<file path="src/rtl/fixed_point_mac_stream_if.sv">
// Operand/result stream bundle for the fixed-point MAC.
//   in_valid/in_ready/in_a/in_b/in_last : operand pair stream (Q15.16, signed)
//   out_valid/out_ready                 : result handshake
//   out_data/out_overflow/out_count     : dot product, sticky saturation flag, term count
// master drives operands and out_ready; slave is the MAC engine.
interface fixed_point_mac_stream_if #(
  parameter int unsigned CNT_W = 16
);
  logic             in_valid;
  logic             in_ready;
  logic [31:0]      in_a;
  logic [31:0]      in_b;
  logic             in_last;
  logic             out_valid;
  logic             out_ready;
  logic [31:0]      out_data;
  logic             out_overflow;
  logic [CNT_W-1:0] out_count;

  modport master (
    output in_valid, in_a, in_b, in_last, out_ready,
    input  in_ready, out_valid, out_data, out_overflow, out_count
  );

  modport slave (
    input  in_valid, in_a, in_b, in_last, out_ready,
    output in_ready, out_valid, out_data, out_overflow, out_count
  );
endinterface

</file>
<file path="src/rtl/fixed_point_mac_stream.sv">
// Streaming Q15.16 dot-product engine. Accepts one (a,b) pair per cycle, forms a
// saturated product in stage P, accumulates with saturation in stage A, and on the
// last term presents sum / sticky overflow / term count until the consumer takes it.
//   clk  : clock, rising edge
//   rst  : synchronous active-high reset
//   bus  : slave side of fixed_point_mac_stream_if (operand stream in, result out)
module fixed_point_mac_stream #(
  parameter int unsigned CNT_W = 16
) (
  input logic                     clk,
  input logic                     rst,
  fixed_point_mac_stream_if.slave bus
);

  typedef enum logic [1:0] {StRun, StFlush, StHold} state_e;

  localparam logic [31:0] SatPos = 32'h7FFF_FFFF;
  localparam logic [31:0] SatNeg = 32'h8000_0000;

  state_e state_q, state_d;

  logic             accept;
  logic             p_valid_q, p_ovf_q, p_last_q;
  logic [31:0]      p_prod_q;
  logic [31:0]      acc_q;
  logic             ovf_acc_q;
  logic [CNT_W-1:0] cnt_q;
  logic             out_valid_q, out_ovf_q;
  logic [31:0]      out_data_q;
  logic [CNT_W-1:0] out_count_q;

  // Multiply: full 64-bit signed product, rescaled by the 16 fraction bits.
  logic signed [63:0] a_ext, b_ext, mul_full;
  logic [47:0]        mul_shift;
  logic               prod_ovf;
  logic [31:0]        prod_sat;
  logic               unused_mul;

  always_comb begin
    a_ext     = {{32{bus.in_a[31]}}, bus.in_a};
    b_ext     = {{32{bus.in_b[31]}}, bus.in_b};
    mul_full  = a_ext * b_ext;
    mul_shift = mul_full[63:16];
    // Fits in 32 bits only if bits [47:31] are all sign copies.
    prod_ovf  = ~((&mul_shift[47:31]) | ~(|mul_shift[47:31]));
    if (prod_ovf) prod_sat = mul_shift[47] ? SatNeg : SatPos;
    else          prod_sat = mul_shift[31:0];
  end
  assign unused_mul = ^mul_full[15:0];

  // Accumulate: 33-bit sum, clamp when the carry-out disagrees with the sign bit.
  logic [32:0]      sum_wide;
  logic             add_ovf;
  logic [31:0]      sum_sat;
  logic [CNT_W-1:0] cnt_inc;

  always_comb begin
    sum_wide = {acc_q[31], acc_q} + {p_prod_q[31], p_prod_q};
    add_ovf  = sum_wide[32] ^ sum_wide[31];
    if (add_ovf) sum_sat = sum_wide[32] ? SatNeg : SatPos;
    else         sum_sat = sum_wide[31:0];
    cnt_inc  = (&cnt_q) ? cnt_q : cnt_q + CNT_W'(1);
  end

  assign bus.in_ready     = (state_q == StRun) & ~rst;
  assign accept           = bus.in_valid & bus.in_ready;
  assign bus.out_valid    = out_valid_q;
  assign bus.out_data     = out_data_q;
  assign bus.out_overflow = out_ovf_q;
  assign bus.out_count    = out_count_q;

  always_comb begin
    state_d = state_q;
    unique case (state_q)
      StRun:   if (accept && bus.in_last) state_d = StFlush;
      StFlush: state_d = StHold;
      StHold:  if (bus.out_ready) state_d = StRun;
      default: state_d = StRun;
    endcase
  end

  always_ff @(posedge clk) begin
    if (rst) state_q <= StRun;
    else     state_q <= state_d;
  end

  always_ff @(posedge clk) begin
    if (rst) begin
      p_valid_q   <= 1'b0;
      p_ovf_q     <= 1'b0;
      p_last_q    <= 1'b0;
      p_prod_q    <= '0;
      acc_q       <= '0;
      ovf_acc_q   <= 1'b0;
      cnt_q       <= '0;
      out_valid_q <= 1'b0;
      out_ovf_q   <= 1'b0;
      out_data_q  <= '0;
      out_count_q <= '0;
    end else begin
      p_valid_q <= accept;
      if (accept) begin
        p_prod_q <= prod_sat;
        p_ovf_q  <= prod_ovf;
        p_last_q <= bus.in_last;
      end
      if (out_valid_q && bus.out_ready) out_valid_q <= 1'b0;
      if (p_valid_q) begin
        if (p_last_q) begin
          out_data_q  <= sum_sat;
          out_ovf_q   <= ovf_acc_q | p_ovf_q | add_ovf;
          out_count_q <= cnt_inc;
          out_valid_q <= 1'b1;
          acc_q       <= '0;
          ovf_acc_q   <= 1'b0;
          cnt_q       <= '0;
        end else begin
          acc_q     <= sum_sat;
          ovf_acc_q <= ovf_acc_q | p_ovf_q | add_ovf;
          cnt_q     <= cnt_inc;
        end
      end
    end
  end

endmodule

</file>
<file path="src/flat_wrapper.sv">
// flat-port wrapper written by rule: the top's interface ports become plain ports
module fixed_point_mac_stream_flat 
#(
  parameter int unsigned CNT_W = 16
)
  (clk, rst, bus_in_valid, bus_in_a, bus_in_b, bus_in_last, bus_out_ready, bus_in_ready, bus_out_valid, bus_out_data, bus_out_overflow, bus_out_count);
  fixed_point_mac_stream_if #(.CNT_W(CNT_W)) bus_i ();
  input logic clk;
  input logic rst;
  input wire logic [$bits(bus_i.in_valid)-1:0] bus_in_valid;
  input wire logic [$bits(bus_i.in_a)-1:0] bus_in_a;
  input wire logic [$bits(bus_i.in_b)-1:0] bus_in_b;
  input wire logic [$bits(bus_i.in_last)-1:0] bus_in_last;
  input wire logic [$bits(bus_i.out_ready)-1:0] bus_out_ready;
  output wire logic [$bits(bus_i.in_ready)-1:0] bus_in_ready;
  output wire logic [$bits(bus_i.out_valid)-1:0] bus_out_valid;
  output wire logic [$bits(bus_i.out_data)-1:0] bus_out_data;
  output wire logic [$bits(bus_i.out_overflow)-1:0] bus_out_overflow;
  output wire logic [$bits(bus_i.out_count)-1:0] bus_out_count;
  assign bus_i.in_valid = bus_in_valid;
  assign bus_i.in_a = bus_in_a;
  assign bus_i.in_b = bus_in_b;
  assign bus_i.in_last = bus_in_last;
  assign bus_i.out_ready = bus_out_ready;
  assign bus_in_ready = bus_i.in_ready;
  assign bus_out_valid = bus_i.out_valid;
  assign bus_out_data = bus_i.out_data;
  assign bus_out_overflow = bus_i.out_overflow;
  assign bus_out_count = bus_i.out_count;
  fixed_point_mac_stream #(.CNT_W(CNT_W)) u_core (.clk(clk), .rst(rst), .bus(bus_i));
endmodule
</file>
<file path="config.mk">
export PLATFORM = sky130hd
export DESIGN_NAME = fixed_point_mac_stream_flat
export DESIGN_NICKNAME = d
export VERILOG_FILES = /design/src/rtl/fixed_point_mac_stream_if.sv /design/src/rtl/fixed_point_mac_stream.sv /design/src/flat_wrapper.sv
export SDC_FILE = /design/constraint.sdc
export NUM_CORES = 2
export LEC_CHECK = 0
export BUFFER_PORTS_ARGS = -buffer_cell sky130_fd_sc_hd__buf_2
export CELL_PAD_IN_SITES_DETAIL_PLACEMENT = 1
export CELL_PAD_IN_SITES_GLOBAL_PLACEMENT = 1
export CORE_MARGIN = 2
export CORE_UTILIZATION = 30
export CTS_BUF_LIST = sky130_fd_sc_hd__clkbuf_4 sky130_fd_sc_hd__clkbuf_8
export CTS_CLUSTER_SIZE = 30
export DETAILED_ROUTE_END_ITERATION = 10
export PLACE_DENSITY_LB_ADDON = 0.1
export SYNTH_ARGS = -nofsm -noshare
export SYNTH_HDL_FRONTEND = slang
export SYNTH_SLANG_ARGS = --single-unit
</file>
<file path="constraint.sdc">
create_clock -name clk -period 9.6 [get_ports clk]
set_input_delay 0.96 -clock clk [delete_from_list [all_inputs] [get_ports clk]]
set_output_delay 0.96 -clock clk [all_outputs]
set_load 0.05 [all_outputs]
</file>
Word level (Yosys, flattened, before mapping)
Cells that the tools add are included.
Word-level totals
  bits in registers: 136
Operators by class
  add/subtract/negate cells: 2
  $mul: 1
  equal/unequal tests: 4
  muxes and demuxes: 14
  bitwise logic cells: 9
  reduce and logical (&&, ||, !) cells: 8
Operators with widths (count)
  32-bit two-way mux: 5
  32-bit by 32-bit multiplier with 64-bit output: 1
  32-bit by 32-bit adder with 33-bit output: 1
  16-bit two-way mux: 2
  17-bit AND reduction: 1
  17-bit OR reduction: 1
  16-bit by 1-bit adder with 16-bit output (second input constant): 1
  16-bit AND reduction: 1
  2-bit case mux with 3 select lines: 1
  1-bit two-way mux: 4
  2-bit two-way mux: 2
  2-bit != test (second input constant): 2
  2-bit AND reduction: 2
  1-bit inverter: 3
  1-bit bitwise OR: 3
  1-bit bitwise AND: 2
  2-bit by 1-bit == test with 1-bit output (second input constant): 1
  2-bit == test (second input constant): 1
  1-bit logical AND: 2
  2-bit zero test: 1
  1-bit XOR: 1

Logic depth before layout (Yosys ltp)
  depth in word-level cells: 6
  gate-level depth with buffers: 31
  mapped depth without buffers: 28

Worst setup path after synthesis
OpenSTA, ideal clock, no wires.
  kind: input port to flip-flop
  start: input port bus_in_b[2]
  end: register u_core.p_ovf_q
  setup time: 0.122 ns
  arrival time: 9.847 ns
  required time: 9.478 ns
  setup slack: -0.369 ns
  cell stages on the path: 27
  path buffers: 3
  path through: clkbuf_1 > nand2_1 > inv_1 > fa_1 > fa_1 > fa_1 > inv_1 > fa_1 > inv_1 > fa_1 > fa_1 > inv_1 > fa_1 > fa_1 > inv_1 > ha_1 > clkbuf_1 > a21o_1 > a31o_2 > nor2b_1 > a2111o_1 > a22o_1 > or4b_1 > or4b_1 > o41a_1 > buf_6 > a221o_1
Between the ends
  word-level cells in the longest chain between the ends: 5
  elaborated cells between the ends (all ways): 6
  classes of those cells: mul: 1; bitwise: 3; reduce/logical: 2
Ends and longest elaborated chain
  from (decl): line flat_wrapper.sv:12  | input wire logic [$bits(bus_i.in_b)-1:0] bus_in_b;
  32-bit by 32-bit multiplier with 64-bit output *: line fixed_point_mac_stream.sv:42  | mul_full = a_ext * b_ext;
  17-bit OR reduction: line fixed_point_mac_stream.sv:45  | prod_ovf = ~((&mul_shift[47:31]) | ~(|mul_shift[47:31]));
  1-bit inverter: line fixed_point_mac_stream.sv:45
  1-bit bitwise OR *: line fixed_point_mac_stream.sv:45
  1-bit inverter *: line fixed_point_mac_stream.sv:45
  to (signal assigned): line fixed_point_mac_stream.sv:104  | p_ovf_q <= prod_ovf;
  to (decl): line fixed_point_mac_stream.sv:23  | logic p_valid_q, p_ovf_q, p_last_q;
Every way passes the cells marked *; elsewhere a longest branch is shown, timed or not.
A chain may end at the register's enable or synchronous reset.

Final worst setup path
  start: input port bus_in_a[15]
  end: register u_core.p_ovf_q
Between the ends
  word-level cells in the longest chain between the ends: 5
  elaborated cells between the ends (all ways): 6
  classes of those cells: mul: 1; bitwise: 3; reduce/logical: 2
Ends and longest elaborated chain
  from (decl): line flat_wrapper.sv:11  | input wire logic [$bits(bus_i.in_a)-1:0] bus_in_a;
  32-bit by 32-bit multiplier with 64-bit output *: line fixed_point_mac_stream.sv:42
  17-bit OR reduction: line fixed_point_mac_stream.sv:45
  1-bit inverter: line fixed_point_mac_stream.sv:45
  1-bit bitwise OR *: line fixed_point_mac_stream.sv:45
  1-bit inverter *: line fixed_point_mac_stream.sv:45
Marks and branches as above.

==> implementation parameters <==
Parameter                              Value

Floorplan
  Die Area ... 146000 um2
  Initial Util ... a little under a third
  Total number of placement rows ... around 140
  Core Box Area ... about 140000 um2
  Die width ... 382 um
  Floorplan die height ... about 380 um
  Num ports ... 120

GRT
  Maximum number of pins on one net before global-route repair ... 56
  Tot GR Track Use ... between 10% and 20%
  Number of global-route vias before repair ... 36900
  Initial antenna violation count ... 2
  Overflow after GRT ... 0
  First-pass GRT wire length ... about 220000 um

CTS
  Clk_lat worst skew ... 0.48 ns
  Clock tree sinks ... roughly 140
  H-tree depth ... 4
  Hold-fix buffers at CTS ... 0
  Clk pin slew, worst setup/hold paths ... 0.09 ns
  CTS root buf ... sky130_fd_sc_hd__clkbuf_8
  TritonCTS buffer count ... 17
  Maximum clock path buffer count ... 2
  TritonCTS clock tree ... yes

Synth
  Share of synthesized area occupied by flip-flops and latches ... ~6.4%
  Synthesized area per cell ... around 9.1 um2
  Synth Instances ... approximately 4700
  Warning count from the yosys run ... 0
  Prevailing post-synth register cell ... sky130_fd_sc_hd__dfxtp_1
  Post-synth EDFFs ... 0
  Post-synth design cell area ... roughly 43000 um2
  Synthesized netlist net count ... roughly 6000
  Number of register bits inferred by synthesis ... approximately 140
  Count of different cell masters after synthesis ... 80
  Async SR Flop Fraction ... 0%

Routing
  Vias per Instance ... between 4 and 5
  1st-pass router iterations ... 4
  Detailed-route via count ... between 30000 and 40000
  Number of nets with antenna violations after detailed routing ... 0
  Final Routed Wirelength ... ~130000 um
  Average wire per standard cell ... roughly 19 um
  First-iteration detailed-routing DRC count ... 1018
  Detailed-route DRC error count ... 0

Critical path
  Buf+Inv Stages, Crit Path ... 6
  Kind of launch point of the worst setup path ... input port
  Cell occurring most often along the worst timing path ... sky130_fd_sc_hd__fa_1
  Maximum single-stage delay on the critical path ... ~0.56 ns
  Critical path's top delay family ... adder cells
  Critical path type ... in -> reg
  Arrival time at the worst endpoint ... a little under 10 ns
  Worst Setup End Kind ... flip-flop
  Highest net fanout along the worst path ... 32
  Slowest-stage cell, CP ... sky130_fd_sc_hd__fa_1
  Critical path required time ... 9.96 ns

Timing
  Max Transition Viols Final ... 0
  Endpoints failing hold ... 0
  Post-Route Skew ... around 0.014 ns
  Max Freq ... approximately 110 MHz
  Max-Slew Margin vs Limit ... 37.3%
  Final worst-path cycle share ... a little over nine tenths
  Measured slew at the worst slew-check pin ... 0.938 ns
  Number of endpoints failing setup at the final stage ... 0
  Period minus WS final ... 9.35 ns

Worst hold path
  Class of the most critical hold timing path ... reg -> reg

Run status
  Run status ... completed

Final layout
  Filler cell count ... roughly 16000
  Commonest non-fill, non-tap cell in the layout ... sky130_fd_sc_hd__fa_1
  Net total in the final layout ... ~6400
  Final design area excluding fillers ... between 40000 and 50000 um2
  Final core occ ... a little over a third
  Area added between synthesis and finish ... 15.6%
  Layout cell share with drive strength beyond 1 ... a little over an eighth
  Top library cells by usage in the layout, fill and taps aside ... sky130_fd_sc_hd__fa_1 (1078), sky130_fd_sc_hd__inv_1 (935), sky130_fd_sc_hd__nand2_1 (639)
  Non-filler instance count after layout ... 6929

Placement
  Final GP Congestion ... roughly 0.82
  HPWL reported at the end of detailed placement ... about 120000 um
  Cell Count Post-Placement ... a little under 7000
  Placement-stage cell area ... 49000 um2
  Buffers on Ports ... approximately 120

Flow run
  Reported max-cap violation count ... 0
==> stage by stage <==
stage	hold slack [ns]	TNS, ns	setup WS [ns]
2_1_floorplan	0.432	0	0.0136
3_3_place_gp	0.432	-9.56	-0.419
3_5_place_dp	0.443	-11.03	-0.446
4_1_cts	0.460	0	0.0839
5_1_grt	0.482	-0.0113	-0.0113
6_report	0.455	0	0.248
==> Yosys cell counts, types with 35 or more instances <==
cell type / instances / area, um2
sky130_fd_sc_hd__inv_1: 940 / 3530
sky130_fd_sc_hd__xnor2_1: 63 / 552
sky130_fd_sc_hd__a21oi_1: 126 / 631
sky130_fd_sc_hd__clkbuf_1: 245 / 920
sky130_fd_sc_hd__xor2_1: 35 / 307
sky130_fd_sc_hd__fa_1: 1082 / 21700
sky130_fd_sc_hd__nand2_1: 642 / 2410
sky130_fd_sc_hd__and2_1: 511 / 3200
sky130_fd_sc_hd__dfxtp_1: 136 / 2720
sky130_fd_sc_hd__ha_1: 213 / 2670
sky130_fd_sc_hd__nor2_1: 156 / 586
sky130_fd_sc_hd__o21ai_0: 122 / 611
==> metal layers <==
layer  wire (um)  GRT usage [%]  vias up
met1       61900           25.9    16900
met2       69100           34.2      201
met3        1280          0.858       71
li1            -              -    14700
met5          13              0        -
met4        1460           2.37        2
==> final cells by class <==
class | instances | area (um2) | area share [%]
inverter | 940 | 3540 | 7.14
tap | 1890 | 2360 | 4.77
timing repair inverter | 1 | 7.51 | 0.0152
timing repair buffer | 580 | 4800 | 9.70
sequential | 136 | 2720 | 5.50
multi-input combinational | 3349 | 35700 | 72.0
clock buffer | 18 | 248 | 0.500
clock inverter | 14 | 198 | 0.399
antenna | 1 | 2.50 | 0.00505
==> cell families (layout without fill, tap and decap cells) <==
logic type,Yosys count,count (layout),synth area share (%)
fa+ha+maj,1299,1299,56.9
simple gates,1497,1497,17.2
compound gates,451,451,6.81
mux,4,4,0.108
buf+inv,1204,1553,10.6
flops,136,136,6.36
other cells,0,1,0
xor+xnor,98,98,2.00
==> what timing repair did <==
item | 4_1_cts | 5_1_grt
endpoints found under the setup margin | 0 | 32
resized for setup | 0 | 33
buffers inserted | 0 | 4
==> registers in the layout, summed over array words and instances (netlist names) <==
name	count
u_core.acc_q	32
u_core.bus.out_count	16
u_core.bus.out_data	32
u_core.bus.out_overflow	1
u_core.bus.out_valid	1
u_core.cnt_q	16
u_core.ovf_acc_q	1
u_core.p_last_q	1
u_core.p_ovf_q	1
u_core.p_prod_q	32
u_core.p_valid_q	1
u_core.state_q	2
==> worst paths after layout <==
check,startpoint,endpoint,slack (ns),cells after the start
worst max register to register,u_core.p_prod_q[0]$_SDFFE_PP0P_,u_core.acc_q[1]$_SDFFE_PP0P_,5.38,14
worst max-delay path,bus_in_a[15],u_core.p_ovf_q$_SDFFE_PP0P_,0.25,27
worst min-delay path,u_core.bus.out_count[15]$_SDFFE_PP0P_,u_core.bus.out_count[15]$_SDFFE_PP0P_,0.46,2
worst min register to register,u_core.bus.out_count[15]$_SDFFE_PP0P_,u_core.bus.out_count[15]$_SDFFE_PP0P_,0.46,2
==> worst reg2reg max path: stages (launching register included) <==
cell	delay, ns
sky130_fd_sc_hd__dfxtp_1	0.34
sky130_fd_sc_hd__ha_1	0.21
sky130_fd_sc_hd__inv_1	0.07
sky130_fd_sc_hd__fa_1	0.18
sky130_fd_sc_hd__nor2b_1	0.06
sky130_fd_sc_hd__o21ai_0	0.22
sky130_fd_sc_hd__a21oi_1	0.15
sky130_fd_sc_hd__o2111a_1	0.34
sky130_fd_sc_hd__o21ai_0	0.34
sky130_fd_sc_hd__nand3_1	0.20
sky130_fd_sc_hd__o31a_1	0.35
sky130_fd_sc_hd__o211ai_1	0.37
sky130_fd_sc_hd__nand3_1	0.27
sky130_fd_sc_hd__nand2_1	0.76
sky130_fd_sc_hd__o21ai_0	0.21
Power is not shown: default switching activity piles up to over one toggle a cycle in this logic, so the estimate is an artifact.
